File: src/rtl/lab1_imul_pkg.sv
// Types and sizing shared by the lab1 multiplier/divider blocks.
package lab1_imul_pkg;

   typedef enum logic [1:0] {
      IDLE = 2'd0,
      CALC = 2'd1,
      DONE = 2'd2
   } imul_state_t;

   localparam int unsigned NBITS_DEFAULT = 32;
   localparam int unsigned CNT_W         = $clog2(NBITS_DEFAULT) + 1;

   // Counter must hold the value NBITS itself, hence the extra bit.
   function automatic int unsigned cnt_width(input int unsigned nbits);
      return $clog2(nbits) + 1;
   endfunction

endpackage

File: src/rtl/lab1_imul_int_div_iterative_if.sv
// Input/output val/rdy streams of the iterative divider.
interface lab1_imul_int_div_iterative_if #(
   parameter int unsigned NBITS = 32
);
   logic               istream_val;
   logic               istream_rdy;
   logic [2*NBITS-1:0] istream_msg;
   logic               ostream_val;
   logic               ostream_rdy;
   logic [2*NBITS-1:0] ostream_msg;

   modport master (
      output istream_val, istream_msg, ostream_rdy,
      input  istream_rdy, ostream_val, ostream_msg
   );

   modport slave (
      input  istream_val, istream_msg, ostream_rdy,
      output istream_rdy, ostream_val, ostream_msg
   );
endinterface

File: src/rtl/lab1_imul_int_div_dpath.sv
// Divider datapath: quotient/remainder/divisor registers and the restoring
// shift-subtract step.
module lab1_imul_int_div_dpath #(
   parameter int unsigned NBITS = 32
) (
   input  logic             clk,
   input  logic             reset,
   input  logic             load_i,
   input  logic             zero_load_i,
   input  logic             step_i,
   input  logic [NBITS-1:0] dividend_i,
   input  logic [NBITS-1:0] divisor_i,
   output logic             div_zero_o,
   output logic [NBITS-1:0] quo_o,
   output logic [NBITS-1:0] rem_o
);

   logic [NBITS-1:0] quo_q, quo_d;
   logic [NBITS-1:0] rem_q, rem_d;
   logic [NBITS-1:0] div_q, div_d;
   logic [NBITS:0]   rem_sh;
   logic [NBITS-1:0] quo_sh;
   logic [NBITS:0]   diff;

   assign div_zero_o = (divisor_i == '0);

   // Remainder is shifted NBITS+1 wide: with a large divisor the shifted
   // remainder can exceed NBITS bits before the subtract brings it back.
   assign rem_sh = {rem_q, quo_q[NBITS-1]};
   assign quo_sh = {quo_q[NBITS-2:0], 1'b0};
   assign diff   = rem_sh - {1'b0, div_q};

   always_comb begin
      quo_d = quo_q;
      rem_d = rem_q;
      div_d = div_q;
      if (load_i) begin
         quo_d = dividend_i;
         rem_d = '0;
         div_d = divisor_i;
      end else if (zero_load_i) begin
         quo_d = '1;
         rem_d = dividend_i;
      end else if (step_i) begin
         if (!diff[NBITS]) begin
            rem_d = diff[NBITS-1:0];
            quo_d = quo_sh | {{(NBITS-1){1'b0}}, 1'b1};
         end else begin
            rem_d = rem_sh[NBITS-1:0];
            quo_d = quo_sh;
         end
      end
   end

   always_ff @(posedge clk) begin
      if (reset) begin
         quo_q <= '0;
         rem_q <= '0;
         div_q <= '0;
      end else begin
         quo_q <= quo_d;
         rem_q <= rem_d;
         div_q <= div_d;
      end
   end

   assign quo_o = quo_q;
   assign rem_o = rem_q;

endmodule

File: src/rtl/lab1_imul_int_div_iterative.sv
// Iterative unsigned divider: control FSM, bit counter and stream handshakes.
module lab1_imul_int_div_iterative
   import lab1_imul_pkg::*;
#(
   parameter int unsigned NBITS = 32
) (
   input logic                          clk,
   input logic                          reset,
   lab1_imul_int_div_iterative_if.slave ifc
);

   localparam int unsigned CntW = cnt_width(NBITS);

   imul_state_t     state_q, state_d;
   logic [CntW-1:0] cnt_q, cnt_d;
   logic            in_xfer;
   logic            div_zero;
   logic            load;
   logic            zero_load;
   logic            step;
   logic [NBITS-1:0] quo;
   logic [NBITS-1:0] rem;

   assign ifc.istream_rdy = (state_q == IDLE);
   assign ifc.ostream_val = (state_q == DONE);
   assign ifc.ostream_msg = {quo, rem};

   assign in_xfer   = ifc.istream_val && ifc.istream_rdy;
   assign load      = in_xfer && !div_zero;
   assign zero_load = in_xfer && div_zero;
   assign step      = (state_q == CALC);

   always_comb begin
      state_d = state_q;
      cnt_d   = cnt_q;
      unique case (state_q)
         IDLE: begin
            if (in_xfer) begin
               if (div_zero) begin
                  state_d = DONE;
               end else begin
                  state_d = CALC;
                  cnt_d   = CntW'(NBITS);
               end
            end
         end
         CALC: begin
            cnt_d = cnt_q - 1'b1;
            if (cnt_q == CntW'(1)) state_d = DONE;
         end
         DONE: begin
            if (ifc.ostream_rdy) state_d = IDLE;
         end
         default: state_d = IDLE;
      endcase
   end

   always_ff @(posedge clk) begin
      if (reset) begin
         state_q <= IDLE;
         cnt_q   <= '0;
      end else begin
         state_q <= state_d;
         cnt_q   <= cnt_d;
      end
   end

   lab1_imul_int_div_dpath #(
      .NBITS (NBITS)
   ) u_dpath (
      .clk         (clk),
      .reset       (reset),
      .load_i      (load),
      .zero_load_i (zero_load),
      .step_i      (step),
      .dividend_i  (ifc.istream_msg[2*NBITS-1:NBITS]),
      .divisor_i   (ifc.istream_msg[NBITS-1:0]),
      .div_zero_o  (div_zero),
      .quo_o       (quo),
      .rem_o       (rem)
   );

endmodule

File: src/flat_wrapper.sv
// flat-port wrapper written by rule: the top's interface ports become plain ports
module lab1_imul_int_div_iterative_flat import lab1_imul_pkg::*;
#(
   parameter int unsigned NBITS = 32
)
  (clk, reset, ifc_istream_val, ifc_istream_msg, ifc_ostream_rdy, ifc_istream_rdy, ifc_ostream_val, ifc_ostream_msg);
  lab1_imul_int_div_iterative_if #(.NBITS(NBITS)) ifc_i ();
  input logic clk;
  input logic reset;
  input wire logic [$bits(ifc_i.istream_val)-1:0] ifc_istream_val;
  input wire logic [$bits(ifc_i.istream_msg)-1:0] ifc_istream_msg;
  input wire logic [$bits(ifc_i.ostream_rdy)-1:0] ifc_ostream_rdy;
  output wire logic [$bits(ifc_i.istream_rdy)-1:0] ifc_istream_rdy;
  output wire logic [$bits(ifc_i.ostream_val)-1:0] ifc_ostream_val;
  output wire logic [$bits(ifc_i.ostream_msg)-1:0] ifc_ostream_msg;
  assign ifc_i.istream_val = ifc_istream_val;
  assign ifc_i.istream_msg = ifc_istream_msg;
  assign ifc_i.ostream_rdy = ifc_ostream_rdy;
  assign ifc_istream_rdy = ifc_i.istream_rdy;
  assign ifc_ostream_val = ifc_i.ostream_val;
  assign ifc_ostream_msg = ifc_i.ostream_msg;
  lab1_imul_int_div_iterative #(.NBITS(NBITS)) u_core (.clk(clk), .reset(reset), .ifc(ifc_i));
endmodule
File: config.mk
export PLATFORM = sky130hd
export DESIGN_NAME = lab1_imul_int_div_iterative_flat
export DESIGN_NICKNAME = d
export VERILOG_FILES = /design/src/rtl/lab1_imul_pkg.sv /design/src/rtl/lab1_imul_int_div_iterative_if.sv /design/src/rtl/lab1_imul_int_div_dpath.sv /design/src/rtl/lab1_imul_int_div_iterative.sv /design/src/flat_wrapper.sv
export SDC_FILE = /design/constraint.sdc
export NUM_CORES = 1
export LEC_CHECK = 0
export CAP_MARGIN = 30
export CORE_ASPECT_RATIO = 1.25
export CORE_MARGIN = 3
export CORE_UTILIZATION = 45
export DETAILED_ROUTE_END_ITERATION = 7
export GPL_TIMING_DRIVEN = 0
export PLACE_DENSITY = 0.77
export SLEW_MARGIN = 20
export SYNTH_ARGS = -nofsm -noshare
export SYNTH_HDL_FRONTEND = slang
export SYNTH_SLANG_ARGS = --single-unit
File: constraint.sdc
create_clock -name clk -period 3.8 [get_ports clk]
set_input_delay 0.76 -clock clk [delete_from_list [all_inputs] [get_ports clk]]
set_output_delay 0.76 -clock clk [all_outputs]
set_load 0.01 [all_outputs]
Yosys cells after proc, flatten, opt, wreduce, memory -nomap -nowiden
Index checks and enable logic that the tools add are counted.
{"block": "totals", "ff_bits": 104, "out_inout_bits": 66}
{"block": "classes", "addsub": 2, "n_eq_ne": 7, "n_mux": 15, "reduce_logical": 12}
{"operator": "$mux 32", "n": 6}
{"operator": "$sub 33x32->33", "n": 1}
{"operator": "$logic_not 32->1", "n": 1}
{"operator": "$mux 6", "n": 2}
{"operator": "$pmux 6 s2", "n": 1}
{"operator": "$mux 2", "n": 4}
{"operator": "$ne 2x2->1 const B", "n": 4}
{"operator": "$eq 6x1->1 const B", "n": 1}
{"operator": "$pmux 2 s3", "n": 1}
{"operator": "$reduce_and 3->1", "n": 2}
{"operator": "$sub 6x1->6 const B", "n": 1}
{"operator": "$reduce_bool 2->1", "n": 2}
{"operator": "$logic_and 1x1->1", "n": 3}
{"operator": "$reduce_bool 3->1", "n": 1}
{"operator": "$eq 2x1->1 const B", "n": 1}
{"operator": "$eq 2x2->1 const B", "n": 1}
{"operator": "$logic_not 2->1", "n": 1}
{"operator": "$reduce_or 2->1", "n": 1}
{"operator": "$logic_not 1->1", "n": 1}
{"operator": "$mux 1", "n": 1}

Logic depth before layout (Yosys ltp)
Gate-level depths: netlist of run 1.
{"block": "depth", "depth_word": 5, "depth_mapped": 14}

Hierarchy
From an unflattened synthesis of run 1, not the netlist that was laid out.
{"block": "unflattened", "hier_cells": 742, "hier_area_um2": 6407.4}
{"module": "lab1_imul_int_div_dpath", "instances": 1, "cells_per_inst": 690, "area_each_um2": 5993.2, "seq_area_each_um2": 1921.8}
{"module": "lab1_imul_int_div_iterative", "instances": 1, "cells_per_inst": 52, "area_each_um2": 414.1, "seq_area_each_um2": 160.2}

Least setup slack after synthesis of run 1
OpenSTA, ideal clock, no wires.
{"block": "synth_timing", "path_kind": "register -> register", "startpoint": "reg u_core.u_dpath.quo_q[31], in the netlist u_core.u_dpath.quo_o[31]", "endpoint": "reg u_core.u_dpath.rem_q[22], in the netlist u_core.u_dpath.rem_o[22]", "t_arrival_ns": 2.912, "required_ns": 3.660, "slack_ns": 0.748, "stages_incl_launch_ff": 13, "n_path_buf": 0, "synth_period_minus_slack_ns": 3.052, "cell_sequence": "dfxtp_1 -> inv_1 -> ha_1 -> fa_1 -> nor2b_1 -> o211ai_1 -> a21o_1 -> a21oi_1 -> a21oi_1 -> a311oi_1 -> mux2_2 -> nor4b_1 -> a2111oi_2"}
{"block": "synth_via", "elab_chain_len": 4}
{"element": "start: declaration", "line_no": "lab1_imul_int_div_dpath.sv:18", "source": "logic [NBITS-1:0] quo_q, quo_d;"}
{"element": "start signal: assignment", "line_no": "lab1_imul_int_div_dpath.sv:61", "source": "quo_q <= quo_d;"}
{"element": "$sub 33x32->33", "line_no": "lab1_imul_int_div_dpath.sv:31", "source": "assign diff = rem_sh - {1'b0, div_q};"}
{"element": "$mux 32", "line_no": "lab1_imul_int_div_dpath.sv:45", "source": "if (!diff[NBITS]) begin"}
{"element": "$mux 32", "line_no": "lab1_imul_int_div_dpath.sv:44", "source": "end else if (step_i) begin"}
{"element": "$mux 32", "line_no": "lab1_imul_int_div_dpath.sv:41", "source": "end else if (zero_load_i) begin"}
{"element": "end signal: assignment", "line_no": "lab1_imul_int_div_dpath.sv:62", "source": "rem_q <= rem_d;"}
{"element": "end: declaration", "line_no": "lab1_imul_int_div_dpath.sv:19", "source": "logic [NBITS-1:0] rem_q, rem_d;"}
No other way between the ends. The select of a mux whose other input is x is not followed.
A chain may end at the register's enable or synchronous reset.

Worst setup path in the final report of run 1
Same ends and word-level chain as after synthesis.

==> results of run 1 <==
worst max-delay path: stages, from the launching register on:
cell,delay [ps]
sky130_fd_sc_hd__dfxtp_1,420
sky130_fd_sc_hd__inv_1,70
sky130_fd_sc_hd__ha_1,220
sky130_fd_sc_hd__fa_1,420
sky130_fd_sc_hd__nor2b_1,170
sky130_fd_sc_hd__o211ai_1,140
sky130_fd_sc_hd__a21o_1,210
sky130_fd_sc_hd__a21oi_1,370
sky130_fd_sc_hd__a21oi_1,160
sky130_fd_sc_hd__a311oi_1,440
sky130_fd_sc_hd__mux2_2,400
sky130_fd_sc_hd__nor4b_1,370
sky130_fd_sc_hd__a2111oi_2,80
metal layers:
layer | vias to the layer above | part of all wire | track usage
li1 | 3366 | - | -
met4 | 0 | 0.027 | 0.0949
met3 | 46 | 0.070 | 0.0396
met2 | 278 | 0.48 | 0.434
met1 | 3154 | 0.43 | 0.342
met5 | - | 0 | 0
layout make-up:
class                           instances  area [µm²]
Sequential cell                       104        2080
Fill cell                            1299        5590
Tap cell                              175         219
Inverter                               44         165
Multi-Input combinational cell        646        3970
Buffer                                 52         228
Clock buffer                           10         239
Clock inverter                          5        65.1
Timing Repair Buffer                  132        1320
path summary, 6_finish.rpt:
check	end	slack, ps	startpoint
min	u_core.u_dpath.div_q[7]$_SDFFE_PP0P_	450	u_core.u_dpath.div_q[7]$_SDFFE_PP0P_
max reg2reg	u_core.u_dpath.rem_o[22]$_SDFFE_PP0P_	170	u_core.u_dpath.quo_o[31]$_SDFFE_PP0P_
max	u_core.u_dpath.rem_o[22]$_SDFFE_PP0P_	170	u_core.u_dpath.quo_o[31]$_SDFFE_PP0P_
min reg2reg	u_core.u_dpath.div_q[7]$_SDFFE_PP0P_	450	u_core.u_dpath.div_q[7]$_SDFFE_PP0P_
synthesized netlist by cell type (all sizes together) (3+ instances only):
library cell / n / area, µm²
nor2: 45 / 176
buf: 9 / 65.1
o22ai: 6 / 37.5
or3: 4 / 25.0
xor2: 8 / 70.1
and2: 4 / 25.0
o21ai: 39 / 195
a21oi: 113 / 566
nand2b: 4 / 25.0
a21o: 16 / 120
nor3: 10 / 55.1
nand3b: 3 / 22.5
nand3: 15 / 75.1
dfxtp: 104 / 2080
a31oi: 20 / 125
inv: 44 / 165
clkbuf: 43 / 161
o221ai: 43 / 377
mux2i: 14 / 144
nand2: 159 / 599
nor4: 9 / 56.3
and3: 8 / 50.1
o211ai: 8 / 60.1
a22oi: 11 / 82.6
o21a: 7 / 52.6
ha: 34 / 425
nand4: 6 / 37.5
xnor2: 19 / 166
a211oi: 9 / 67.6
nor2b: 5 / 31.3
a221oi: 3 / 38.8
registers in the layout, summed over array words and instances (netlist names):
| signal | count |
|---|---|
| u_core.u_dpath.rem_o | 32 |
| u_core.u_dpath.div_q | 32 |
| u_core.u_dpath.quo_o | 32 |
| u_core.state_q | 2 |
| u_core.cnt_q | 6 |
through the flow:
stage | cell area [µm²] | TNS, ps | total power, mW | worst slack (ps) | hold slack, ps
after global placement | 7970 | -14180 | 3.36 | -368 | 442
after detailed placement | 7970 | -14200 | 3.39 | -403 | 446
final | 8280 | 0 | 4.39 | 170 | 454
after CTS | 8280 | 0 | 4.35 | 7.86 | 456
after floorplan | 6430 | 0 | 2.75 | 748 | 436
after global routing | 8280 | 0 | 4.64 | 27.2 | 470
layout by cell type (no fill, tap or decap), types with 4 or more instances in the layout:
master,netlist,routed
sky130_fd_sc_hd__nand2_1,158,158
sky130_fd_sc_hd__clkdlybuf4s50_1,0,132
sky130_fd_sc_hd__a21oi_1,113,113
sky130_fd_sc_hd__dfxtp_1,104,104
sky130_fd_sc_hd__inv_1,44,44
sky130_fd_sc_hd__nor2_1,44,43
sky130_fd_sc_hd__o221ai_1,43,43
sky130_fd_sc_hd__clkbuf_1,43,42
sky130_fd_sc_hd__o21ai_0,39,39
sky130_fd_sc_hd__ha_1,34,34
sky130_fd_sc_hd__a31oi_1,20,20
sky130_fd_sc_hd__xnor2_1,19,19
sky130_fd_sc_hd__a21o_1,16,16
sky130_fd_sc_hd__nand3_1,15,15
sky130_fd_sc_hd__mux2i_1,13,13
sky130_fd_sc_hd__a22oi_1,11,11
sky130_fd_sc_hd__nor3_1,9,9
sky130_fd_sc_hd__a211oi_1,9,9
sky130_fd_sc_hd__clkbuf_16,0,9
sky130_fd_sc_hd__o211ai_1,8,8
sky130_fd_sc_hd__and3_1,8,8
sky130_fd_sc_hd__nor4_1,9,8
sky130_fd_sc_hd__xor2_1,8,8
sky130_fd_sc_hd__o21a_1,7,7
sky130_fd_sc_hd__nand4_1,6,6
sky130_fd_sc_hd__o22ai_1,6,6
sky130_fd_sc_hd__nor2b_1,5,5
sky130_fd_sc_hd__and2_1,4,4
sky130_fd_sc_hd__buf_2,4,4
sky130_fd_sc_hd__nand2b_1,4,4
sky130_fd_sc_hd__or3_1,4,4
what timing repair did:
action	CTS	global route
pin swaps	0	0
gates resized for setup	1	3
setup buffers	0	0
setup endpoints to repair	9	57
kinds of logic (layout without fill, tap and decap cells):
| group | Yosys count | count (layout) | synth area share |
|---|---|---|---|
| buffers and inverters | 96 | 243 | 0.0609 |
| XOR/XNOR | 27 | 27 | 0.0368 |
| AND/OR/NAND/NOR | 274 | 274 | 0.186 |
| AO/OA/AOI/OAI | 294 | 294 | 0.298 |
| flip-flops | 104 | 104 | 0.324 |
| multiplexers | 16 | 16 | 0.0259 |
| adder cells (fa/ha/maj) | 35 | 35 | 0.0693 |
power by group through the flow:
stage	Sequential, mW	Clock (mW)	Combinational, mW
6_report	1.32	0.981	2.08
5_1_grt	1.34	1.03	2.27
4_1_cts	1.32	0.977	2.05
3_5_place_dp	1.35	0	2.04
3_3_place_gp	1.34	0	2.02
2_1_floorplan	1.34	0	1.41
==> out/summary.txt, run 1 <==
dpl hpwl = 16.5 mm
highest clock rate = 0.275 GHz
internal power component = 2.64 mW
Register-to-Register Path Depth = 12
weighted congestion reported at the end of routability-driven placement = 0.903
top_reg_cell synth = sky130_fd_sc_hd__dfxtp_1
final worst-path cycle share = 0.955
number of warning messages in the yosys log = 0
net switching power of the design = 1.75 mW
Critical Path AT = 3840 ps
type of the setup path with the least slack = reg2reg
count of hold-fix buffers inserted at cts = 0
Finish-stage setup viols = 0
clock-pin slew of the registers on the worst-case setup and hold paths = 70 ps
I/O pins = 134
Total Nets Final = 1092
part of the power in registers = 0.302
maximum number of buffers from clock root to sink = 2
ANT cells = 0
PwrDens = 530 mW/mm²
Combinational Power Share = 0.475
Detail Route Antenna Nets = 0
cts bufs inserted = 9
largest net degree at the start of global routing = 18
Slew Viols, Final = 0
final WL = 21.0 mm
Hold Path Cell Cnt = 2
sequential area share after synthesis = 0.324
slew at the pin closest to its max-slew limit = 658 ps
layout overhead on the synthesized area = 28.8%
nature of the critical path startpoint = flip-flop
via count of the first global-routing pass = 6501
max-cap violation count = 0
leakage power = 3.10 nW
sw frac = 0.398
post-synthesis net count = 949
width of the die = 113 µm
Residual DRC = 0
#FFs+latches synth = 104
overall die area = 0.0158 mm²
synthesized area divided by synthesized cell count = 7.60 µm²
via count = 6844
Initial Utilization = 0.463
Port Buffers = 132
worst min path class = reg2reg
post-detailed-route wirelength per cell = 18.0 µm
type of destination of the critical path = flip-flop
antenna violations before repair = 0
Worst IR Drop VDD = 256 µV
Layout Skew = 9.19 ps
Sinks on Clock Net = 104
H-tree levels = 3
data required time of the critical path = 4010 ps
first-pass GRT wire length = 33.5 mm
Root Buffer Master = sky130_fd_sc_hd__clkbuf_16
Fin. Hold Viols = 0
run status = complete, no violations
library cells used by synthesis = 58
final core utilization = 0.597
length of the first detailed-routing pass in iterations = 8
worst slew margin relative to its limit = 0.560
total routing resource utilization after global routing = 0.261
clock tree from TritonCTS = done
core area = 0.0139 mm²
cell count after synthesis = 846
fraction of layout instances using a drive strength above 1 = 0.0393
part of the total power dissipated in the clock network = 0.224
number of enable flip-flop cells after synthesis = 0
crit-path max FO = 4
final non-filler cell total = 1168
drt first-iter violations = 577
minimum clock period = 3630 ps
die height = 140 µm
Core Rows = 48
via-per-instance ratio = 5.86
sum of overflow across all layers after global routing = 0
setup repair after global routing missed its margin = no
combined area of all synthesized cells = 0.00643 mm²
ys async rst share = 0
placed cells = 1153
Worst-Skew Late Latency = 360 ps
No activity file was read; power rests on OpenSTA's default activity.
==> inputs of run 2 (changes only) <==
--- a/config.mk
+++ b/config.mk
@@ -12,7 +12,6 @@
 export DETAILED_ROUTE_END_ITERATION = 7
 export GPL_TIMING_DRIVEN = 0
 export PLACE_DENSITY = 0.77
-export SLEW_MARGIN = 20
 export SYNTH_ARGS = -nofsm -noshare
 export SYNTH_HDL_FRONTEND = slang
 export SYNTH_SLANG_ARGS = --single-unit
==> results of run 2 <==
The final DEF is identical to that of run 1; final timing and power are the same.
